<file path="config.mk">
export PLATFORM = sky130hd
export DESIGN_NAME = absorb_block_padder_flat
export DESIGN_NICKNAME = d
export VERILOG_FILES = /design/src/rtl/absorb_block_padder_if.sv /design/src/rtl/absorb_block_padder.sv /design/src/flat_wrapper.sv
export SDC_FILE = /design/constraint.sdc
export NUM_CORES = 1
export LEC_CHECK = 0
export BUFFER_PORTS_ARGS = -buffer_cell sky130_fd_sc_hd__buf_2
export CAP_MARGIN = 20
export CELL_PAD_IN_SITES_DETAIL_PLACEMENT = 0
export CELL_PAD_IN_SITES_GLOBAL_PLACEMENT = 1
export CORE_MARGIN = 4
export CORE_UTILIZATION = 44
export CTS_BUF_LIST = sky130_fd_sc_hd__clkbuf_4 sky130_fd_sc_hd__clkbuf_8
export DETAILED_ROUTE_END_ITERATION = 12
export PLACE_DENSITY_LB_ADDON = 0.1
export SLEW_MARGIN = 20
export SYNTH_ARGS = -nofsm -noshare
export SYNTH_HDL_FRONTEND = slang
export SYNTH_SLANG_ARGS = --single-unit
</file>
<file path="constraint.sdc">
create_clock -name clk -period 5.8 [get_ports clk]
set_input_delay 0.29 -clock clk [delete_from_list [all_inputs] [get_ports clk]]
set_output_delay 0.29 -clock clk [all_outputs]
set_load 0.01 [all_outputs]
</file>
<file path="src/rtl/absorb_block_padder_if.sv">
// Message-in / block-out bus between the message source, the padder and the absorb stage.
interface absorb_block_padder_if #(
  parameter int unsigned BWIDTH    = 32,
  parameter int unsigned NUMBLOCKS = 4
);
  localparam int unsigned BYTES_W = $clog2(BWIDTH / 8) + 1;

  logic                          in_valid;
  logic                          in_ready;
  logic [BWIDTH-1:0]             in_data;
  logic [BYTES_W-1:0]            in_bytes;
  logic                          in_last;
  logic [1:0]                    in_domain;
  logic                          out_valid;
  logic                          out_ready;
  logic [BWIDTH*NUMBLOCKS-1:0]   blocks;
  logic                          padded;
  logic                          finalize;
  logic [1:0]                    domain;

  modport master (
    output in_valid, in_data, in_bytes, in_last, in_domain, out_ready,
    input  in_ready, out_valid, blocks, padded, finalize, domain
  );

  modport slave (
    input  in_valid, in_data, in_bytes, in_last, in_domain, out_ready,
    output in_ready, out_valid, blocks, padded, finalize, domain
  );
endinterface

</file>
<file path="src/rtl/absorb_block_padder.sv">
// Packs byte-granular message words into rate blocks with 10* byte padding
// and hands them to the sponge absorb stage over a valid/ready handshake.
module absorb_block_padder #(
  parameter int unsigned BWIDTH    = 32,
  parameter int unsigned NUMBLOCKS = 4
) (
  input  logic                  clk,
  input  logic                  reset,
  absorb_block_padder_if.slave  bus
);
  localparam int unsigned NB      = BWIDTH / 8;
  localparam int unsigned BYTES_W = $clog2(NB) + 1;
  localparam int unsigned WCW     = (NUMBLOCKS > 1) ? $clog2(NUMBLOCKS) : 1;
  localparam int unsigned BLKW    = BWIDTH * NUMBLOCKS;

  localparam logic [BYTES_W-1:0] NB_B    = BYTES_W'(NB);
  localparam logic [WCW-1:0]     WLAST   = WCW'(NUMBLOCKS - 1);
  localparam logic [BLKW-1:0]    PAD_BLK = BLKW'(8'h01);

  typedef enum logic [1:0] {FILL, EMIT, PADBLK} state_e;

  state_e            state_q;
  logic [WCW-1:0]    wcnt_q;
  logic [BLKW-1:0]   buf_q;
  logic              in_ready_q;
  logic              out_valid_q;
  logic              padded_q;
  logic              finalize_q;
  logic              pend_q;
  logic              first_q;
  logic [1:0]        domain_q;

  logic              accept;
  logic [BYTES_W-1:0] bytes_eff;
  logic              partial;
  logic              last_eff;
  logic              full_last;
  logic              wrap;
  logic [BWIDTH-1:0] word_d;
  logic [BLKW-1:0]   buf_d;

  always_comb begin
    accept    = bus.in_valid & in_ready_q;
    bytes_eff = (bus.in_bytes > NB_B) ? NB_B : bus.in_bytes;
    partial   = (bytes_eff != NB_B);
    last_eff  = bus.in_last | partial;
    full_last = last_eff & ~partial;
    wrap      = (wcnt_q == WLAST);

    // Bytes past the valid count are zeroed; a short word carries its own pad byte.
    word_d = '0;
    for (int unsigned j = 0; j < NB; j++) begin
      if (j < 32'(bytes_eff))
        word_d[j*8 +: 8] = bus.in_data[j*8 +: 8];
      else if (j == 32'(bytes_eff))
        word_d[j*8 +: 8] = 8'h01;
    end

    buf_d = buf_q;
    for (int unsigned k = 0; k < NUMBLOCKS; k++) begin
      if (k == 32'(wcnt_q))
        buf_d[k*BWIDTH +: BWIDTH] = word_d;
      else if (full_last && !wrap && (k == 32'(wcnt_q) + 1))
        buf_d[k*BWIDTH +: BWIDTH] = BWIDTH'(8'h01);
    end
  end

  always_ff @(posedge clk or posedge reset) begin
    if (reset) begin
      state_q     <= FILL;
      wcnt_q      <= '0;
      buf_q       <= '0;
      in_ready_q  <= 1'b0;
      out_valid_q <= 1'b0;
      padded_q    <= 1'b0;
      finalize_q  <= 1'b0;
      pend_q      <= 1'b0;
      first_q     <= 1'b1;
      domain_q    <= '0;
    end else begin
      case (state_q)
        FILL: begin
          in_ready_q <= 1'b1;
          if (accept) begin
            buf_q   <= buf_d;
            first_q <= last_eff;
            if (first_q)
              domain_q <= bus.in_domain;
            if (last_eff || wrap) begin
              // A full final word in the last slot leaves no room for the pad byte,
              // so that block goes out unpadded and a pad-only block follows.
              state_q     <= EMIT;
              in_ready_q  <= 1'b0;
              out_valid_q <= 1'b1;
              padded_q    <= last_eff & (partial | ~wrap);
              finalize_q  <= last_eff & (partial | ~wrap);
              pend_q      <= full_last & wrap;
            end else begin
              wcnt_q <= wcnt_q + 1'b1;
            end
          end
        end
        EMIT: begin
          if (bus.out_ready) begin
            wcnt_q <= '0;
            if (pend_q) begin
              state_q    <= PADBLK;
              buf_q      <= PAD_BLK;
              padded_q   <= 1'b1;
              finalize_q <= 1'b1;
              pend_q     <= 1'b0;
            end else begin
              state_q     <= FILL;
              buf_q       <= '0;
              out_valid_q <= 1'b0;
              in_ready_q  <= 1'b1;
              padded_q    <= 1'b0;
              finalize_q  <= 1'b0;
            end
          end
        end
        PADBLK: begin
          if (bus.out_ready) begin
            state_q     <= FILL;
            buf_q       <= '0;
            out_valid_q <= 1'b0;
            in_ready_q  <= 1'b1;
            padded_q    <= 1'b0;
            finalize_q  <= 1'b0;
          end
        end
        default: state_q <= FILL;
      endcase
    end
  end

  assign bus.in_ready  = in_ready_q;
  assign bus.out_valid = out_valid_q;
  assign bus.blocks    = buf_q;
  assign bus.padded    = padded_q;
  assign bus.finalize  = finalize_q;
  assign bus.domain    = domain_q;
endmodule

</file>
<file path="src/flat_wrapper.sv">
// flat-port wrapper written by rule: the top's interface ports become plain ports
module absorb_block_padder_flat 
#(
  parameter int unsigned BWIDTH    = 32,
  parameter int unsigned NUMBLOCKS = 4
)
  (clk, reset, bus_in_valid, bus_in_data, bus_in_bytes, bus_in_last, bus_in_domain, bus_out_ready, bus_in_ready, bus_out_valid, bus_blocks, bus_padded, bus_finalize, bus_domain);
  absorb_block_padder_if #(.BWIDTH(BWIDTH), .NUMBLOCKS(NUMBLOCKS)) bus_i ();
  input  logic clk;
  input  logic reset;
  input wire logic [$bits(bus_i.in_valid)-1:0] bus_in_valid;
  input wire logic [$bits(bus_i.in_data)-1:0] bus_in_data;
  input wire logic [$bits(bus_i.in_bytes)-1:0] bus_in_bytes;
  input wire logic [$bits(bus_i.in_last)-1:0] bus_in_last;
  input wire logic [$bits(bus_i.in_domain)-1:0] bus_in_domain;
  input wire logic [$bits(bus_i.out_ready)-1:0] bus_out_ready;
  output wire logic [$bits(bus_i.in_ready)-1:0] bus_in_ready;
  output wire logic [$bits(bus_i.out_valid)-1:0] bus_out_valid;
  output wire logic [$bits(bus_i.blocks)-1:0] bus_blocks;
  output wire logic [$bits(bus_i.padded)-1:0] bus_padded;
  output wire logic [$bits(bus_i.finalize)-1:0] bus_finalize;
  output wire logic [$bits(bus_i.domain)-1:0] bus_domain;
  assign bus_i.in_valid = bus_in_valid;
  assign bus_i.in_data = bus_in_data;
  assign bus_i.in_bytes = bus_in_bytes;
  assign bus_i.in_last = bus_in_last;
  assign bus_i.in_domain = bus_in_domain;
  assign bus_i.out_ready = bus_out_ready;
  assign bus_in_ready = bus_i.in_ready;
  assign bus_out_valid = bus_i.out_valid;
  assign bus_blocks = bus_i.blocks;
  assign bus_padded = bus_i.padded;
  assign bus_finalize = bus_i.finalize;
  assign bus_domain = bus_i.domain;
  absorb_block_padder #(.BWIDTH(BWIDTH), .NUMBLOCKS(NUMBLOCKS)) u_core (.clk(clk), .reset(reset), .bus(bus_i));
endmodule
</file>
Word-level counts from Yosys, hierarchy flattened --
Index checks and enable logic that the tools add are counted.
Word-level totals: bits in read-only memories 0, input bits 42, RAM bits 0, output and inout port bits 134, memories kept 0, register bits after elaboration 139, bits in latches 0
Cells by class: bitwise gates (word level) 8, reduce and logical (&&, ||, !) cells 25, $lt $le $gt $ge 5, multipliers 0, divide/modulo/power cells 0, equality and inequality tests 23, muxes and demuxes 51, $add $sub $neg 2, shift-type cells 0
Operator list (count):
- 128-bit 2-to-1 mux | 3
- 128-bit one-hot mux with 3 select lines | 1
- 32-bit 2-to-1 mux | 8
- 2-bit by 32-bit equality test with 1-bit output (first input constant) | 2
- 1-bit by 32-bit equality test with 1-bit output (first input constant) | 1
- 32-bit logical NOT | 1
- 8-bit 2-to-1 mux | 4
- 5-bit AND reduction | 5
- 1-bit 2-to-1 mux | 21
- 4-bit AND reduction | 4
- 2-bit 2-to-1 mux | 7
- 3-bit by 1-bit inequality test with 1-bit output (second input constant) | 4
- 1-bit one-hot mux with 3 select lines | 3
- 2-bit inequality test (second input constant) | 4
- 2-bit by 3-bit equality test with 1-bit output (first input constant) | 2
- 1-bit by 3-bit < comparator with 1-bit output (first input constant) | 2
- 2-bit by 3-bit < comparator with 1-bit output (first input constant) | 2
- 2-bit one-hot mux with 3 select lines | 1
- 6-bit AND reduction | 1
- 1-bit logical AND | 5
- 1-bit bitwise AND | 4
- 2-bit equality test (first input constant) | 2
- 2-bit equality test (second input constant) | 2
- 2-bit logical NOT | 2
- 20 further kinds | 23

Depth between registers and ports, before layout --
word-level depth 11, depth in mapped cells 8, depth with buffers taken out 6

Least setup slack after synthesis --
No wires, ideal clock.
path type reg-to-reg, from register u_core.state_q[1], to register u_core.out_valid_q, in the netlist u_core.bus.out_valid, cell stages (with the launch flop) 8, period minus slack after synthesis 1.962 ns, setup slack 3.838 ns, arrival time 1.838 ns, setup time 0.125 ns, data required time 5.675 ns, path through dfrtp_1 > inv_1 > ha_1 > buf_2 > o21ba_2 > or2_2 > a211oi_1 > mux2_2
Between the ends: longest elaborated chain between the ends 3, elaborated cells between the ends (all ways) 11, classes of those cells 7 x eq/ne; 1 x mux; 3 x reduce/logical
Ends and longest elaborated chain:
- start: declaration | RTL line absorb_block_padder.sv:22 | state_e state_q;
- start signal: assignment | RTL line absorb_block_padder.sv:70 | state_q <= FILL;
- start signal: assignment | RTL line absorb_block_padder.sv:92 | state_q <= EMIT;
- start signal: assignment | RTL line absorb_block_padder.sv:107 | state_q <= PADBLK;
- 2-bit by 1-bit equality test with 1-bit output (tied with other cells) | RTL line absorb_block_padder.sv:81 | case (state_q)
- 2-bit inequality test (no line) (tied with other cells)
- 6-bit AND reduction (no line)
- end signal: assignment | RTL line absorb_block_padder.sv:74 | out_valid_q <= 1'b0;
- end signal: assignment | RTL line absorb_block_padder.sv:94 | out_valid_q <= 1'b1;
- end signal: assignment | RTL line absorb_block_padder.sv:115 | out_valid_q <= 1'b0;
- end: declaration | RTL line absorb_block_padder.sv:26 | logic out_valid_q;
Several ways; a longest one is shown, not always the timed one. A chain may end at the register's enable or synchronous reset.

Worst setup path after layout --
from register u_core.state_q[1], to register u_core.buf_q[82], in the netlist u_core.bus.blocks[82]
Between the ends: longest elaborated chain between the ends 3, elaborated cells between the ends (all ways) 10, classes of those cells 6 x eq/ne; 1 x mux; 3 x reduce/logical
Ends and longest elaborated chain:
- 2-bit equality test (tied with other cells) | RTL line absorb_block_padder.sv:81
- 2-bit inequality test (no line) (tied with other cells)
- 5-bit AND reduction (no line)
- end signal: assignment | RTL line absorb_block_padder.sv:85 | buf_q <= buf_d;
- end: declaration | RTL line absorb_block_padder.sv:24 | logic [BLKW-1:0] buf_q;
Several ways; a longest one is shown, not always the timed one.

==> flow_metrics.tcl <==
set metrics [dict create \
    status "complete, no violations" \
    fillers 1091 \
    antenna_found_initial 0 \
    grt_max_degree 80 \
    drv_cap 0 \
    crit_slowest_cell "nand2_1" \
    p_switching_mw 1.29 \
    rsz0062_at_grt "no" \
    max_freq_ghz 0.382 \
    start_kind "flop" \
    port_buffers 175 \
    report.power.total_mw 3.34 \
    clockBufferDepth 2 \
    grt_first_pass_wirelength_um 25500 \
    wl_per_cell_um 20.7 \
    vdd_ir_drop_max_mv 0.209 \
    ant_nets 0 \
    syn_inst 425 \
    period_share_pct 45.1 \
    clkTransAtPathRegs_ps 80 \
    period_minus_slack_ps 2620 \
    switching_share_pct 38.7 \
    ys_ff_latch 139 \
    drtIter0Drc 324 \
    hp-class "in -> reg" \
    cp_max_fo 20 \
    die_height_um 120 \
    drv_slew 0 \
    skew_ps 17.7 \
    slew_headroom_pct 49.1 \
    p_clk_share_pct 23.9 \
    avgSynthCellArea_um2 13.0 \
    hold_viol 0 \
    die_w_um 120 \
    seq_area_frac_synth_pct 62.9 \
    synth_edf_count 0 \
    clock-root-buffer "clkbuf_8" \
    worst_pin_slew_ps 763 \
    initial_core_util_pct 45.5 \
    worst-setup-path-type "reg -> reg" \
    r2r_end "u_core.bus.blocks[82]" \
    setup_ws_ps 3180 \
    path_cells "inv_1 > ha_1 > o21ba_2 > nor2_1 > nand2_1 > buf_4 > o2bb2ai_1" \
    synth_top_flop_cell "dfrtp_1" \
    worstHoldEndpoint "u_core.bus.domain[1]" \
    synthArstFlopShare_pct 100 \
    rr_worst_depth 7 \
    cts-buffers-inserted 17 \
    nNetsFinal 647 \
    r2r_start "u_core.state_q[1]" \
    setup_viol 0 \
    wl_um 16000 \
    row_count 40 \
    grt.overflow.total 0 \
    seqCellArea_mm2 0.00348 \
    synth_fp_nets 478 \
    slowest_delay_ps 490 \
    area_growth_pct 25.3 \
    seq_power_share_pct 41.5 \
    pwr_density_cell_mw_per_mm2 482 \
    multi_input_area_mm2 0.00185 \
    tns_ps 0 \
    fin_area_mm2 0.00693 \
    grt_pass1_vias 4508 \
    r2r_slack_ps 3180 \
    gp_congestion 0.846 \
    firstDrtPassIters 4 \
    hold_start "bus_in_domain[1]" \
    drc_errors 0 \
    diodes 0 \
    drive_gt1_share_pct 38.1 \
    vias_per_cell 5.53 \
    numClockSinks 139 \
    hold_path_depth 2 \
    syn_area_mm2 0.00553 \
    cts_tree "built" \
    combPwrFrac_pct 34.6 \
    worstPathRequired_ps 6070 \
    dp_hpwl_um 10800 \
    p_leak_nw 3.52 \
    grtUsageTotal_pct 22.8 \
    coreArea_mm2 0.0122 \
    post_dp_cell_area_mm2 0.00651 \
    p_int_mw 2.05 \
    holdWs_ps 91.4 \
    arrival_ps 2890 \
    cts_resized 0 \
    synth_warnings 0 \
    worstSetupEndpointType "flop" \
    h-tree-depth 4 \
    place_ws_ps 3100 \
    clk_latency_ps 430 \
    pin_count 176 \
    dieArea_mm2 0.0144 \
    vias 4284 \
    synth_cell_types 34 \
]
sequential cells by signal, indices dropped and copies added (netlist names), 2 cells and up:
| name | count |
|---|---|
| u_core.state_q | 2 |
| u_core.bus.blocks | 128 |
| u_core.bus.domain | 2 |
| u_core.wcnt_q | 2 |
worst max-delay path: cells and delay by family, from the launching register on:
| family | cells | cell delay (ps) |
|---|---|---|
| AND/OR/NAND/NOR | 2 | 830 |
| buffers and inverters | 2 | 490 |
| adder cells (fa/ha/maj) | 1 | 290 |
| AO/OA/AOI/OAI | 2 | 450 |
| flip-flops | 1 | 390 |
final cells by class:
| class | count | area share [%] |
|---|---|---|
| tap | 168 | 3.03 |
| multi-input combinational | 240 | 26.7 |
| clock inverter | 14 | 2.33 |
| timing repair buffer | 182 | 13.4 |
| sequential | 139 | 50.2 |
| clock buffer | 18 | 3.49 |
| inverter | 14 | 0.831 |
metrics by stage:
step / cells / utilization (%)
finish: 775 / 57.0
global route: 775 / 57.0
CTS: 775 / 56.9
detailed placement: 742 / 53.5
global placement: 742 / 53.5
floorplan: 425 / -
repair_timing:
action | in CTS | in global routing
buffers inserted | 0 | 0
endpoints found under the setup margin | 0 | 0
hold endpoints to repair | 24 | 0
hold buffers | 1 | 0
synthesized netlist by cell type, drive strengths merged, types with 3 or more instances:
cell / number / area [um2]
a21oi: 7 / 35.0
a31oi: 3 / 18.8
buf: 29 / 146
clkbuf: 3 / 11.3
dfrtp: 138 / 3450
ha: 11 / 138
inv: 14 / 52.6
mux2: 8 / 90.1
nand2: 43 / 164
nand3: 6 / 30.0
nand4: 3 / 18.8
nor2: 3 / 11.3
nor3: 3 / 15.0
o21ai: 6 / 30.0
o2bb2ai: 126 / 1100
o311ai: 3 / 26.3
how the worst max path moves through the flow:
stage / from / to / slack [ps] / cells after the start
final: u_core.state_q[1] / u_core.bus.blocks[82] / 3180 / 7
after global routing: u_core.state_q[1] / u_core.bus.blocks[116] / 3070 / 7
after CTS: u_core.state_q[1] / u_core.bus.blocks[58] / 3070 / 6
after detailed placement: u_core.state_q[1] / u_core.bus.blocks[53] / 3100 / 6
after global placement: u_core.state_q[1] / u_core.bus.blocks[32] / 3080 / 6
after floorplan: reset / u_core.bus.blocks[0] / 1790 / 1
cell families (layout without fill, tap and decap cells):
group                    after synthesis  count (layout)  synth area share (%)
AND/OR/NAND/NOR                       64              64                  5.02
flip-flops                           139             139                  62.9
multiplexers                           9               9                  1.81
buffers and inverters                 46             228                  3.80
AO/OA/AOI/OAI                        156             156                  23.9
adder cells (fa/ha/maj)               11              11                  2.49
layer usage:
layer | up-vias | GRT usage (%) | part of all wire, %
li1 | 1945 | - | -
met1 | 2159 | 30.9 | 44
met2 | 169 | 35.9 | 48
met3 | 11 | 6.83 | 7.3
met4 | 0 | 5.94 | 0.86
met5 | - | 0 | 0
power by group through the flow:
stage	combinational, mW	sequential, mW	clock, mW
global placement	1.13	1.39	0
floorplan	0.595	1.48	0
finish	1.16	1.39	0.798
global route	1.25	1.42	0.865
detailed placement	1.16	1.39	0
CTS	1.16	1.38	0.814
layout by cell type (no fill, tap or decap), types with 4 or more instances in the layout:
master       n
a21oi_1      7
buf_2      175
buf_4        6
clkbuf_8    17
dfrtp_1    138
ha_1        11
inv_1       13
inv_6        7
mux2_2       8
nand2_1     39
nand2_2      4
nand3_1      6
o21ai_0      6
o2bb2ai_1  126
Note: power is estimated with default switching activity, not from simulation.
